`config.mk`:
```
export PLATFORM = sky130hd
export DESIGN_NAME = cdb_arbiter
export DESIGN_NICKNAME = d
export VERILOG_FILES = /design/src/rtl/cdb_pkg.sv /design/src/rtl/rr_select.sv /design/src/rtl/cdb_arbiter.sv
export SDC_FILE = /design/constraint.sdc
export NUM_CORES = 1
export LEC_CHECK = 0
export ABC_AREA = 0
export BUFFER_PORTS_ARGS = -buffer_cell sky130_fd_sc_hd__buf_2
export CORE_MARGIN = 1
export CORE_UTILIZATION = 31
export CTS_BUF_LIST = sky130_fd_sc_hd__clkbuf_8
export CTS_CLUSTER_SIZE = 24
export DETAILED_ROUTE_END_ITERATION = 10
export MAX_ROUTING_LAYER = met4
export SYNTH_ARGS = -nofsm -noshare
export SYNTH_HDL_FRONTEND = slang
export SYNTH_SLANG_ARGS = --single-unit
```
`constraint.sdc`:
```
create_clock -name clk -period 3.2 [get_ports clk]
set_input_delay 0.64 -clock clk [delete_from_list [all_inputs] [get_ports clk]]
set_output_delay 0.64 -clock clk [all_outputs]
set_load 0.05 [all_outputs]
```
`src/rtl/cdb_pkg.sv`:
```
// Shared constants and the CDB entry type for the common-data-bus arbiter.
package cdb_pkg;

  localparam int unsigned N_REQ  = 4;
  localparam int unsigned TAG_W  = 6;
  localparam int unsigned DATA_W = 32;
  localparam int unsigned PTR_W  = $clog2(N_REQ);

  localparam int unsigned FU_INT  = 0;
  localparam int unsigned FU_MULT = 1;
  localparam int unsigned FU_DIV  = 2;
  localparam int unsigned FU_MEM  = 3;

  typedef struct packed {
    logic              valid;
    logic [TAG_W-1:0]  tag;
    logic [DATA_W-1:0] data;
    logic              branch;
    logic              branch_taken;
    logic              jalr;
  } cdb_entry_t;

endpackage

```
`src/rtl/rr_select.sv`:
```
// Combinational cyclic first-one finder: returns a one-hot grant for the first
// set mask bit at or after i_ptr, wrapping around.
module rr_select #(
  parameter int unsigned N  = 4,
  parameter int unsigned PW = 2
) (
  input  logic [N-1:0]  i_mask,
  input  logic [PW-1:0] i_ptr,
  output logic [N-1:0]  o_grant
);

  logic [2*N-1:0] w_dbl;
  logic [N-1:0]   w_rot;
  logic [PW-1:0]  w_off;
  logic [PW:0]    w_idx;
  logic           w_found;

  // Rotate the mask so i_ptr lands at bit 0, find the lowest set bit, then
  // rotate the offset back into absolute index space.
  always_comb begin
    w_dbl   = {i_mask, i_mask} >> i_ptr;
    w_rot   = w_dbl[N-1:0];
    w_found = 1'b0;
    w_off   = '0;
    for (int unsigned k = 0; k < N; k++) begin
      if (!w_found && w_rot[k]) begin
        w_found = 1'b1;
        w_off   = PW'(k);
      end
    end
    w_idx = {1'b0, i_ptr} + {1'b0, w_off};
    if (w_idx >= (PW+1)'(N)) w_idx = w_idx - (PW+1)'(N);
    o_grant = '0;
    if (w_found) o_grant[w_idx[PW-1:0]] = 1'b1;
  end

endmodule

```
`src/rtl/cdb_arbiter.sv`:
```
// Round-robin CDB arbiter with branch/jalr priority override; the granted
// result is registered onto the CDB one cycle after its grant.
module cdb_arbiter
  import cdb_pkg::*;
(
  input  logic                    clk,
  input  logic                    rst,
  input  logic [N_REQ-1:0]        req,
  input  logic [N_REQ*TAG_W-1:0]  req_tag,
  input  logic [N_REQ*DATA_W-1:0] req_data,
  input  logic [N_REQ-1:0]        req_branch,
  input  logic [N_REQ-1:0]        req_taken,
  input  logic [N_REQ-1:0]        req_jalr,
  output logic [N_REQ-1:0]        grant,
  output logic                    cdb_valid,
  output logic [TAG_W-1:0]        cdb_tag,
  output logic [DATA_W-1:0]       cdb_data,
  output logic                    cdb_branch,
  output logic                    cdb_branch_taken,
  output logic                    cdb_jalr
);

  logic [N_REQ-1:0] w_pmask;
  logic [N_REQ-1:0] w_pgrant;
  logic [N_REQ-1:0] w_agrant;
  logic [N_REQ-1:0] w_grant;
  logic [PTR_W-1:0] w_gidx;
  cdb_entry_t       w_entry [N_REQ];
  cdb_entry_t       w_sel;

  cdb_entry_t       r_cdb;
  logic [PTR_W-1:0] r_ptr;

  assign w_pmask = req & (req_branch | req_jalr);

  rr_select #(.N(N_REQ), .PW(PTR_W)) u_sel_prio (
    .i_mask  (w_pmask),
    .i_ptr   (r_ptr),
    .o_grant (w_pgrant)
  );

  rr_select #(.N(N_REQ), .PW(PTR_W)) u_sel_all (
    .i_mask  (req),
    .i_ptr   (r_ptr),
    .o_grant (w_agrant)
  );

  assign w_grant = (|w_pmask) ? w_pgrant : w_agrant;
  assign grant   = rst ? w_grant : '0;

  // jalr dominates branch; taken is only meaningful alongside branch.
  always_comb begin
    for (int unsigned i = 0; i < N_REQ; i++) begin
      w_entry[i].valid        = req[i];
      w_entry[i].tag          = req_tag[i*TAG_W +: TAG_W];
      w_entry[i].data         = req_data[i*DATA_W +: DATA_W];
      w_entry[i].jalr         = req_jalr[i];
      w_entry[i].branch       = req_branch[i] & ~req_jalr[i];
      w_entry[i].branch_taken = req_taken[i] & req_branch[i];
    end
    w_gidx = '0;
    for (int unsigned i = 0; i < N_REQ; i++) begin
      if (w_grant[i]) w_gidx = PTR_W'(i);
    end
    w_sel = w_entry[w_gidx];
  end

  always_ff @(posedge clk or negedge rst) begin
    if (!rst) begin
      r_cdb <= '0;
      r_ptr <= PTR_W'(FU_INT);
    end else if (|w_grant) begin
      r_cdb       <= w_sel;
      r_cdb.valid <= 1'b1;
      r_ptr       <= (w_gidx == PTR_W'(N_REQ-1)) ? '0 : w_gidx + PTR_W'(1);
    end else begin
      r_cdb.valid        <= 1'b0;
      r_cdb.branch       <= 1'b0;
      r_cdb.branch_taken <= 1'b0;
      r_cdb.jalr         <= 1'b0;
    end
  end

  assign cdb_valid        = r_cdb.valid;
  assign cdb_tag          = r_cdb.tag;
  assign cdb_data         = r_cdb.data;
  assign cdb_branch       = r_cdb.branch;
  assign cdb_branch_taken = r_cdb.branch_taken;
  assign cdb_jalr         = r_cdb.jalr;

endmodule
```
Word level (Yosys, flattened, before mapping). Index checks and enable logic that the tools add are counted.

Output and inout port bits: 46. Word-level logic and storage cells: 86. Input port bits: 170. Register bits after elaboration: 44.

Equality and inequality tests: 1. Shift-type cells: 2. Reduce and logical (&&, ||, !) cells: 16. Bitwise gates (word level): 15. Magnitude comparators: 7. $add $sub $neg: 5. Muxes and demuxes: 33.

Operators with widths (number): $bmux W42 S2 (1); $mux W41 (2); $mux W2 (9); $mux W4 (4); $shr A8 B2 Y4 (2); $mux W1 (14); $ge A3 B3 Y1 const B (3); $and A1 B1 Y1 (8); $logic_and A1 B1 Y1 (8); $reduce_or A4 Y1 (2); $add A2 B2 Y3 (2); $logic_not A1 Y1 (6); $lt A2 B3 Y1 const B (2); $and A4 B4 Y4 (1); $demux W1 S2 (2); $ge A2 B1 Y1 const B (2); $not A1 Y1 (4); $or A4 B4 Y4 (1); $sub A2 B1 Y2 const B (2); $mux W3 (1); $not A2 Y3 (1); $add A2 B1 Y2 const B (1); $eq A2 B2 Y1 const B (1).

Longest topological paths before layout. Gate-level depths: netlist (run 1).

Depth in word-level cells: 30. Gate-level depth with buffers: 16. Mapped depth without buffers: 13.

Modules after synthesis. Synthesis (run 1) repeated with hierarchy kept, for this count alone.

Cell total of the unflattened synthesis: 629. Area total of the unflattened synthesis: 4779.6 µm².

By module, submodules not included: cdb_arbiter (instances 1, cells an instance 553, area each 4254.1 µm², seq. area each 1101.1 µm²); rr_select (instances 2, cells an instance 38, area each 262.8 µm², seq. area each 0.0 µm²).

Worst setup path after synthesis (run 1). Ideal clock, no wire load.

Kind: input-to-output. Start: in req[2]. End: out grant[2]. Path buffers: 2. Arrival time: 3.366 ns. Cell stages on the path: 11. Setup slack: -0.806 ns. Required time: 2.560 ns. Path through: buf_6 -> o21a_1 -> nor3_1 -> a31oi_1 -> o2111ai_1 -> ha_1 -> xor2_1 -> nand2_1 -> o221a_2 -> buf_2 -> nor3_1.

Longest elaborated chain between the ends: 22. Elaborated cells between the ends (all ways): 52. Those cells by class: add/sub (4); order compare (6); shift (2); mux (24); bitwise (1); reduce/logical (15).

RTL lines: start: declaration (RTL line cdb_arbiter.sv:8) `input logic [N_REQ-1:0] req,`; $and A4 B4 Y4 (RTL line cdb_arbiter.sv:34) `assign w_pmask = req & (req_branch | req_jalr);`; $shr A8 B2 Y4 (RTL line rr_select.sv:21) `w_dbl = {i_mask, i_mask} >> i_ptr;`; $mux W1 (RTL line rr_select.sv:26) `if (!w_found && w_rot[k]) begin`; $logic_not A1 Y1 (RTL line rr_select.sv:26); $logic_and A1 B1 Y1 (RTL line rr_select.sv:26); $mux W1 (RTL line rr_select.sv:26); $logic_not A1 Y1 (RTL line rr_select.sv:26); $logic_and A1 B1 Y1 (RTL line rr_select.sv:26); [6 not listed]; $mux W2 (RTL line rr_select.sv:32) `if (w_idx >= (PW+1)'(N)) w_idx = w_idx - (PW+1)'(N);`; $lt A2 B3 Y1 (not written as such) or $ge A2 B1 Y1 (tied branches) (RTL line rr_select.sv:34) `if (w_found) o_grant[w_idx[PW-1:0]] = 1'b1;`; $logic_and A1 B1 Y1 (not written as such) (RTL line rr_select.sv:34); $mux W1 (not written as such) (RTL line rr_select.sv:34); $demux W1 S2; $mux W4 (RTL line rr_select.sv:34); $mux W4 (*) (RTL line cdb_arbiter.sv:48) `assign w_grant = (|w_pmask) ? w_pgrant : w_agrant;`; $mux W4 (*) (RTL line cdb_arbiter.sv:49) `assign grant = rst ? w_grant : '0;`; end: declaration (RTL line cdb_arbiter.sv:14) `output logic [N_REQ-1:0] grant,`.

Mark *: on every way between the ends. The rest lies on a longest branch, timed or not.

Worst setup path in the final report (run 1).
Start: in req[2]. End: out grant[1].

The elaborated chain is that of the path after synthesis.

==> impl_metrics.env, run 1 <==
export IMPL_multi_input_comb_area_sq_um=2620
export IMPL_netlist_top_cells_count="o22ai_1, dfrtp_1, a21oi_1"
export IMPL_ys_flop_type="dfrtp_1"
export IMPL_holdBufCountCts=0
export IMPL_cts_buffers=5
export IMPL_cap_violations=0
export IMPL_min_period_over_period_pct=102
export IMPL_ir_drop_mv=0.593
export IMPL_worst_slack_ns=-0.0726
export IMPL_synthesis_area_sq_um=3620
export IMPL_fill_cells=1099
export IMPL_wl_per_cell_um=16.6
export IMPL_fp_dieH_um=110
export IMPL_crit_top_cell="a21oi_2"
export IMPL_worst_path_buf_inv=2
export IMPL_drt_vias_per_instance=5.45
export IMPL_dp_hpwl_um=9640
export IMPL_worst_slew_pin_slew_ns=0.700
export IMPL_critical_path_class="primary input to output port"
export IMPL_status="complete, but fails checks"
export IMPL_clock_root_buffer="clkbuf_8"
export IMPL_violations="negative setup slack"
export IMPL_drive_gt1_share_pct=52.1
export IMPL_grt_usage_pct=22.5
export IMPL_detailedPlace_worstSlack_ns=-0.288
export IMPL_power_static_leakage_nw=2.71
export IMPL_yosys_warnings=0
export IMPL_critPathMaxStageDelay_ns=0.38
export IMPL_p_int_w=0.00368
export IMPL_design_area_sq_um=5800
export IMPL_clk_latency_ns=0.29
export IMPL_hold_path_class="primary input to asynchronous set/reset pin"
export IMPL_drt_pass1_iterations=4
export IMPL_seq_area_frac_synth_pct=30.4
export IMPL_synth_area_leaders="dfrtp_1, o22ai_1, mux2i_1"
export IMPL_mappedNetlistNets=599
export IMPL_grt_max_degree=72
export IMPL_power_frac_clock_pct=4.7
export IMPL_crit_chain="buf_4 > nor2b_2 > a21oi_2 > nor2_1 > a21oi_1 > a21oi_2 > ha_4 > xor2_4 > or3_4 > mux2i_4 > nor3_4 > nor2_4 > buf_8"
export IMPL_die_area_sq_um=12100
export IMPL_grt_setup_unrepaired="true"
export IMPL_grt_antenna_before_repair=0
export IMPL_rrSetupSlack_ns=0.14
export IMPL_htreeDepth=2
export IMPL_powerDensity_nw_per_um2=1360
export IMPL_setup_violations_final=4
export IMPL_netlist_instances=427
export IMPL_critical_path_required_ns=2.56
export IMPL_io_buffers=215
export IMPL_synth_edf_count=0
export IMPL_slew_violations=0
export IMPL_combPwrFrac_pct=81.3
export IMPL_endpoint_kind="output port"
export IMPL_crit_slowest_cell="or3_4"
export IMPL_clkTransAtPathRegs_ns=0.09
export IMPL_grt_pass1_wl_um=20800
export IMPL_p_sw_share_pct=53.4
export IMPL_rows=39
export IMPL_synth_distinct_cells=52
export IMPL_path_max_fanout=4
export IMPL_p_switching_w=0.00422
export IMPL_synth_async_sr_flop_share_pct=100
export IMPL_clockBufferDepth=2
export IMPL_core_area_sq_um=11400
export IMPL_postRouteAntennaNets=0
export IMPL_gp_congestion=0.890
export IMPL_synth_top_area_share_pct=30.4
export IMPL_clock_sinks=44
export IMPL_grt_ovfl_total=0
export IMPL_grt_pass1_vias=4348
export IMPL_max_slew_margin_rel_pct=53.3
export IMPL_area_growth_synth_to_final_pct=60.3
export IMPL_antenna_cells=0
export IMPL_dpl_cell_area_sq_um=5200
export IMPL_initial_utilization_pct=31.7
export IMPL_hold_viol_final=0
export IMPL_fp_dieW_um=110
export IMPL_worstPathArrival_ns=2.63
export IMPL_cts_tree="done"
export IMPL_dr_first_iter_drc_count=201
export IMPL_p_total_w=0.00790
export IMPL_fin_skew_ns=0.00749
export IMPL_wl_um=13700
export IMPL_nets=858
export IMPL_startpoint_type="primary input"
export IMPL_regArea_sq_um=1100
export IMPL_cp_top_family="simple AND/OR/NAND/NOR gates"
export IMPL_seq_power_share_pct=14.1
export IMPL_yosysTopAreaCell="dfrtp_1"
export IMPL_synth_most_common_cell="o22ai_1"
export IMPL_vias=4522
export IMPL_synth_area_per_cell_sq_um=8.47
export IMPL_io_pins=216
export IMPL_period_minus_slack_ns=3.27
export IMPL_drc=0
export IMPL_ys_ff_latch=44
export IMPL_max_freq_mhz=306
-- layer usage --
layer | share of wire [%] | GRT usage (%) | up-vias
met5 | 0 | - | -
met4 | 3.2 | 8.95 | 0
met3 | 4.9 | 2.65 | 30
met2 | 52 | 39.2 | 183
met1 | 40 | 26.4 | 2155
li1 | - | - | 2154
-- power groups by stage --
stage / Sequential, W / Combinational [W] / Clock, W
global route: 0.00115 / 0.00692 / 0.000412
CTS: 0.00111 / 0.00611 / 0.000389
detailed placement: 0.00111 / 0.00579 / 0
finish: 0.00111 / 0.00642 / 0.000369
floorplan: 0.00200 / 0.00333 / 0
global placement: 0.00111 / 0.00569 / 0
-- flip-flops by register name, summed over array words and instances (netlist names) --
name	flops
cdb_branch	1
cdb_valid	1
cdb_jalr	1
cdb_data	32
r_ptr	2
cdb_tag	6
cdb_branch_taken	1
-- what timing repair did --
item,CTS,global route
endpoints found under the hold margin,0,0
pin swaps,19,17
buffers inserted,10,8
setup endpoints to repair,4,42
gates resized for setup,44,32
-- path summary, 6_finish.rpt --
path                              start            to  cells after the start
hold / removal                      rst   cdb_data[7]                      2
max in group asynchronous           rst      r_ptr[0]                      2
min in group clk           cdb_data[18]  cdb_data[18]                      2
hold reg to reg            cdb_data[18]  cdb_data[18]                      2
setup / recovery                 req[2]      grant[1]                     13
setup reg to reg               r_ptr[0]  cdb_data[20]                     17
-- final cells by class --
type	count	share of cell area [%]
timing repair buffer	291	30.6
sequential	44	19.0
tap	143	3.08
multi-input combinational	337	45.2
clock inverter	2	0.194
inverter	7	0.496
clock buffer	6	1.42
-- worst reg2reg max path, stage by stage (launching register included) --
cell and delay [ns]:
dfrtp_2 0.50, inv_4 0.14, nor3_2 0.06, o21ai_1 0.17
o2111ai_2 0.17, ha_4 0.23, xor2_4 0.18, nand2_1 0.12
buf_4 0.16, buf_4 0.12, buf_4 0.12, buf_4 0.12
buf_4 0.12, buf_4 0.13, o221ai_4 0.21, buf_12 0.19
a21oi_1 0.07, o22ai_1 0.20
-- cell families after synthesis --
group / count (synthesis) / synth area share [%]
DFF: 44 / 30.4
xor gates and xnor gates: 4 / 0.968
adders and majority gates: 2 / 0.691
buffers and inverters: 46 / 6.92
and+or+nand+nor: 98 / 16.0
muxes: 36 / 10.3
AOI/OAI and AO/OA: 197 / 34.7
-- cells in the final DEF (no fill, tap or decap), types with 11 or more instances in the layout --
cell        n
nor2_1     11
a21oi_1    36
o21ai_1    11
mux2i_1    33
dfrtp_1    42
buf_2     202
buf_4      72
o21ai_0    32
o22ai_1    64
nand2b_1   27
-- through the flow --
step	utilization (%)	hold WS [ns]	std cells	TNS (ns)
floorplan	-	0.344	427	-0.556
global placement	45.5	0.464	804	-3.10
detailed placement	45.5	0.465	804	-7.27
CTS	48.6	0.465	822	-0.102
global route	50.8	0.490	830	-2.59
finish	50.8	0.458	830	-0.197
No activity file was read; power rests on OpenSTA's default activity.
==> run 2, diff against run 1 <==
--- a/config.mk
+++ b/config.mk
@@ -14,4 +14,5 @@
 export DETAILED_ROUTE_END_ITERATION = 10
 export MAX_ROUTING_LAYER = met4
+export SKIP_CTS_REPAIR_TIMING = 1
 export SYNTH_ARGS = -nofsm -noshare
 export SYNTH_HDL_FRONTEND = slang
==> constraint.sdc (replaced) <==
create_clock -name clk -period 3.2 [get_ports clk]
set_input_delay 0.16 -clock clk [delete_from_list [all_inputs] [get_ports clk]]
set_output_delay 0.16 -clock clk [all_outputs]
set_load 0.05 [all_outputs]
==> impl_metrics.env, run 2 (synthesis results as in run 1) <==
export IMPL_drc=0
export IMPL_io_pins=216
export IMPL_fp_dieW_um=110
export IMPL_period_minus_slack_ns=3.06
export IMPL_dp_hpwl_um=9740
export IMPL_clock_root_buffer="clkbuf_8"
export IMPL_drt_vias_per_instance=5.42
export IMPL_seq_power_share_pct=14.6
export IMPL_startpoint_type="register"
export IMPL_dr_first_iter_drc_count=199
export IMPL_max_slew_margin_rel_pct=50.8
export IMPL_grt_antenna_before_repair=0
export IMPL_postRouteAntennaNets=0
export IMPL_die_area_sq_um=12100
export IMPL_p_sw_share_pct=53.8
export IMPL_clockBufferDepth=2
export IMPL_grt_max_degree=75
export IMPL_clock_sinks=44
export IMPL_min_period_over_period_pct=95.7
export IMPL_final_core_util_pct=47.3
export IMPL_fp_dieH_um=110
export IMPL_critPathMaxStageDelay_ns=0.42
export IMPL_hold_path_class="primary input to asynchronous set/reset pin"
export IMPL_layout_commonest_cell="buf_2"
export IMPL_worstPathArrival_ns=2.90
export IMPL_rows=39
export IMPL_status="complete, but fails checks"
export IMPL_vias=4408
export IMPL_combPwrFrac_pct=78.6
export IMPL_wl_um=13300
export IMPL_fill_cells=1147
export IMPL_largest_reg_flops=32
export IMPL_setup_violations_final=0
export IMPL_max_freq_mhz=327
export IMPL_cts_buffers=5
export IMPL_power_frac_clock_pct=6.8
export IMPL_crit_slowest_cell="dfrtp_1"
export IMPL_grt_pass1_vias=4268
export IMPL_final_cell_mix="buf_2, o22ai_1, buf_4"
export IMPL_wl_per_cell_um=16.4
export IMPL_ir_drop_mv=0.829
export IMPL_worst_slew_pin_slew_ns=0.736
export IMPL_hold_slack_ns=-0.0489
export IMPL_htreeDepth=2
export IMPL_cts_tree="done"
export IMPL_crit_chain="inv_2 > nand2_1 > a21oi_2 > nor2_1 > a21oi_1 > a21oi_1 > ha_1 > nand2_1 > or3_4 > buf_4 > mux2i_4 > nor3_4 > buf_12 > nor2_2 > buf_6"
export IMPL_p_int_w=0.00352
export IMPL_powerDensity_nw_per_um2=1410
export IMPL_core_area_sq_um=11400
export IMPL_drive_gt1_share_pct=46.8
export IMPL_grt_setup_unrepaired="true"
export IMPL_path_max_fanout=15
export IMPL_io_buffers=215
export IMPL_area_growth_synth_to_final_pct=49.1
export IMPL_gp_congestion=0.836
export IMPL_worst_path_buf_inv=4
export IMPL_clkTransAtPathRegs_ns=0.09
export IMPL_hold_viol_final=44
export IMPL_critical_path_required_ns=3.04
export IMPL_fin_skew_ns=0.00641
export IMPL_initial_utilization_pct=31.7
export IMPL_violations="negative hold slack"
export IMPL_crit_start="r_ptr[1]"
export IMPL_cap_violations=0
export IMPL_endpoint_kind="output port"
export IMPL_grt_ovfl_total=0
export IMPL_critical_path_class="register to output port"
export IMPL_p_switching_w=0.00410
export IMPL_cp_top_family="simple AND/OR/NAND/NOR gates"
export IMPL_power_static_leakage_nw=2.58
export IMPL_slew_violations=0
export IMPL_grt_pass1_wl_um=20300
export IMPL_clk_latency_ns=0.31
export IMPL_grt_usage_pct=22.3
export IMPL_drt_pass1_iterations=5
export IMPL_worstReg2RegStart="r_ptr[1]"
export IMPL_nets=841
## run 2: final cells by class
cell class	instances	area [sq um]	area share, %
tap	143	179	3.32
inverter	7	26.3	0.487
clock inverter	2	60.1	1.11
sequential	44	1100	20.4
timing repair buffer	273	1560	28.9
antenna	1	2.50	0.0464
multi-input combinational	338	2400	44.4
clock buffer	5	68.8	1.28
## run 2: power by group through the flow
stage,clock network [W],registers (W),logic (W)
finish,0.000517,0.00111,0.00599
global route,0.000547,0.00115,0.00646
CTS,0.000528,0.00111,0.00569
detailed placement,0,0.00111,0.00567
global placement,0,0.00111,0.00558
floorplan,0,0.00200,0.00325
## run 2: final timing paths
check                                     to  slack, ns  depth (start not counted)
worst max-delay path                grant[1]       0.14                         15
worst min-delay path            cdb_data[19]      -0.05                          2
worst max register to register    cdb_tag[5]       0.26                         16
worst min register to register  cdb_data[25]       0.49                          2
max in group asynchronous           cdb_jalr       2.83                          2
min in group clk                  cdb_tag[0]       0.12                          3
## run 2: layer usage
metal	share of wire, %	vias to the layer above	GRT usage (%)	routed length [um]
met4	1.2	0	6.48	157
li1	-	2126	-	-
met3	6.0	11	3.47	805
met1	41	2085	26.0	5480
met5	0	-	-	0
met2	52	186	39.5	6880
## run 2: stage by stage
stage	area, sq um	worst slack (ns)	std cells	setup TNS, ns	total power (W)
2_1_floorplan	3630	0.110	427	0	0.00525
3_3_place_gp	5100	-0.102	797	-0.532	0.00668
3_5_place_dp	5100	-0.217	797	-2.30	0.00678
4_1_cts	5230	-0.264	804	-2.89	0.00733
5_1_grt	5390	0.00110	812	0	0.00816
6_report	5400	0.138	813	0	0.00762
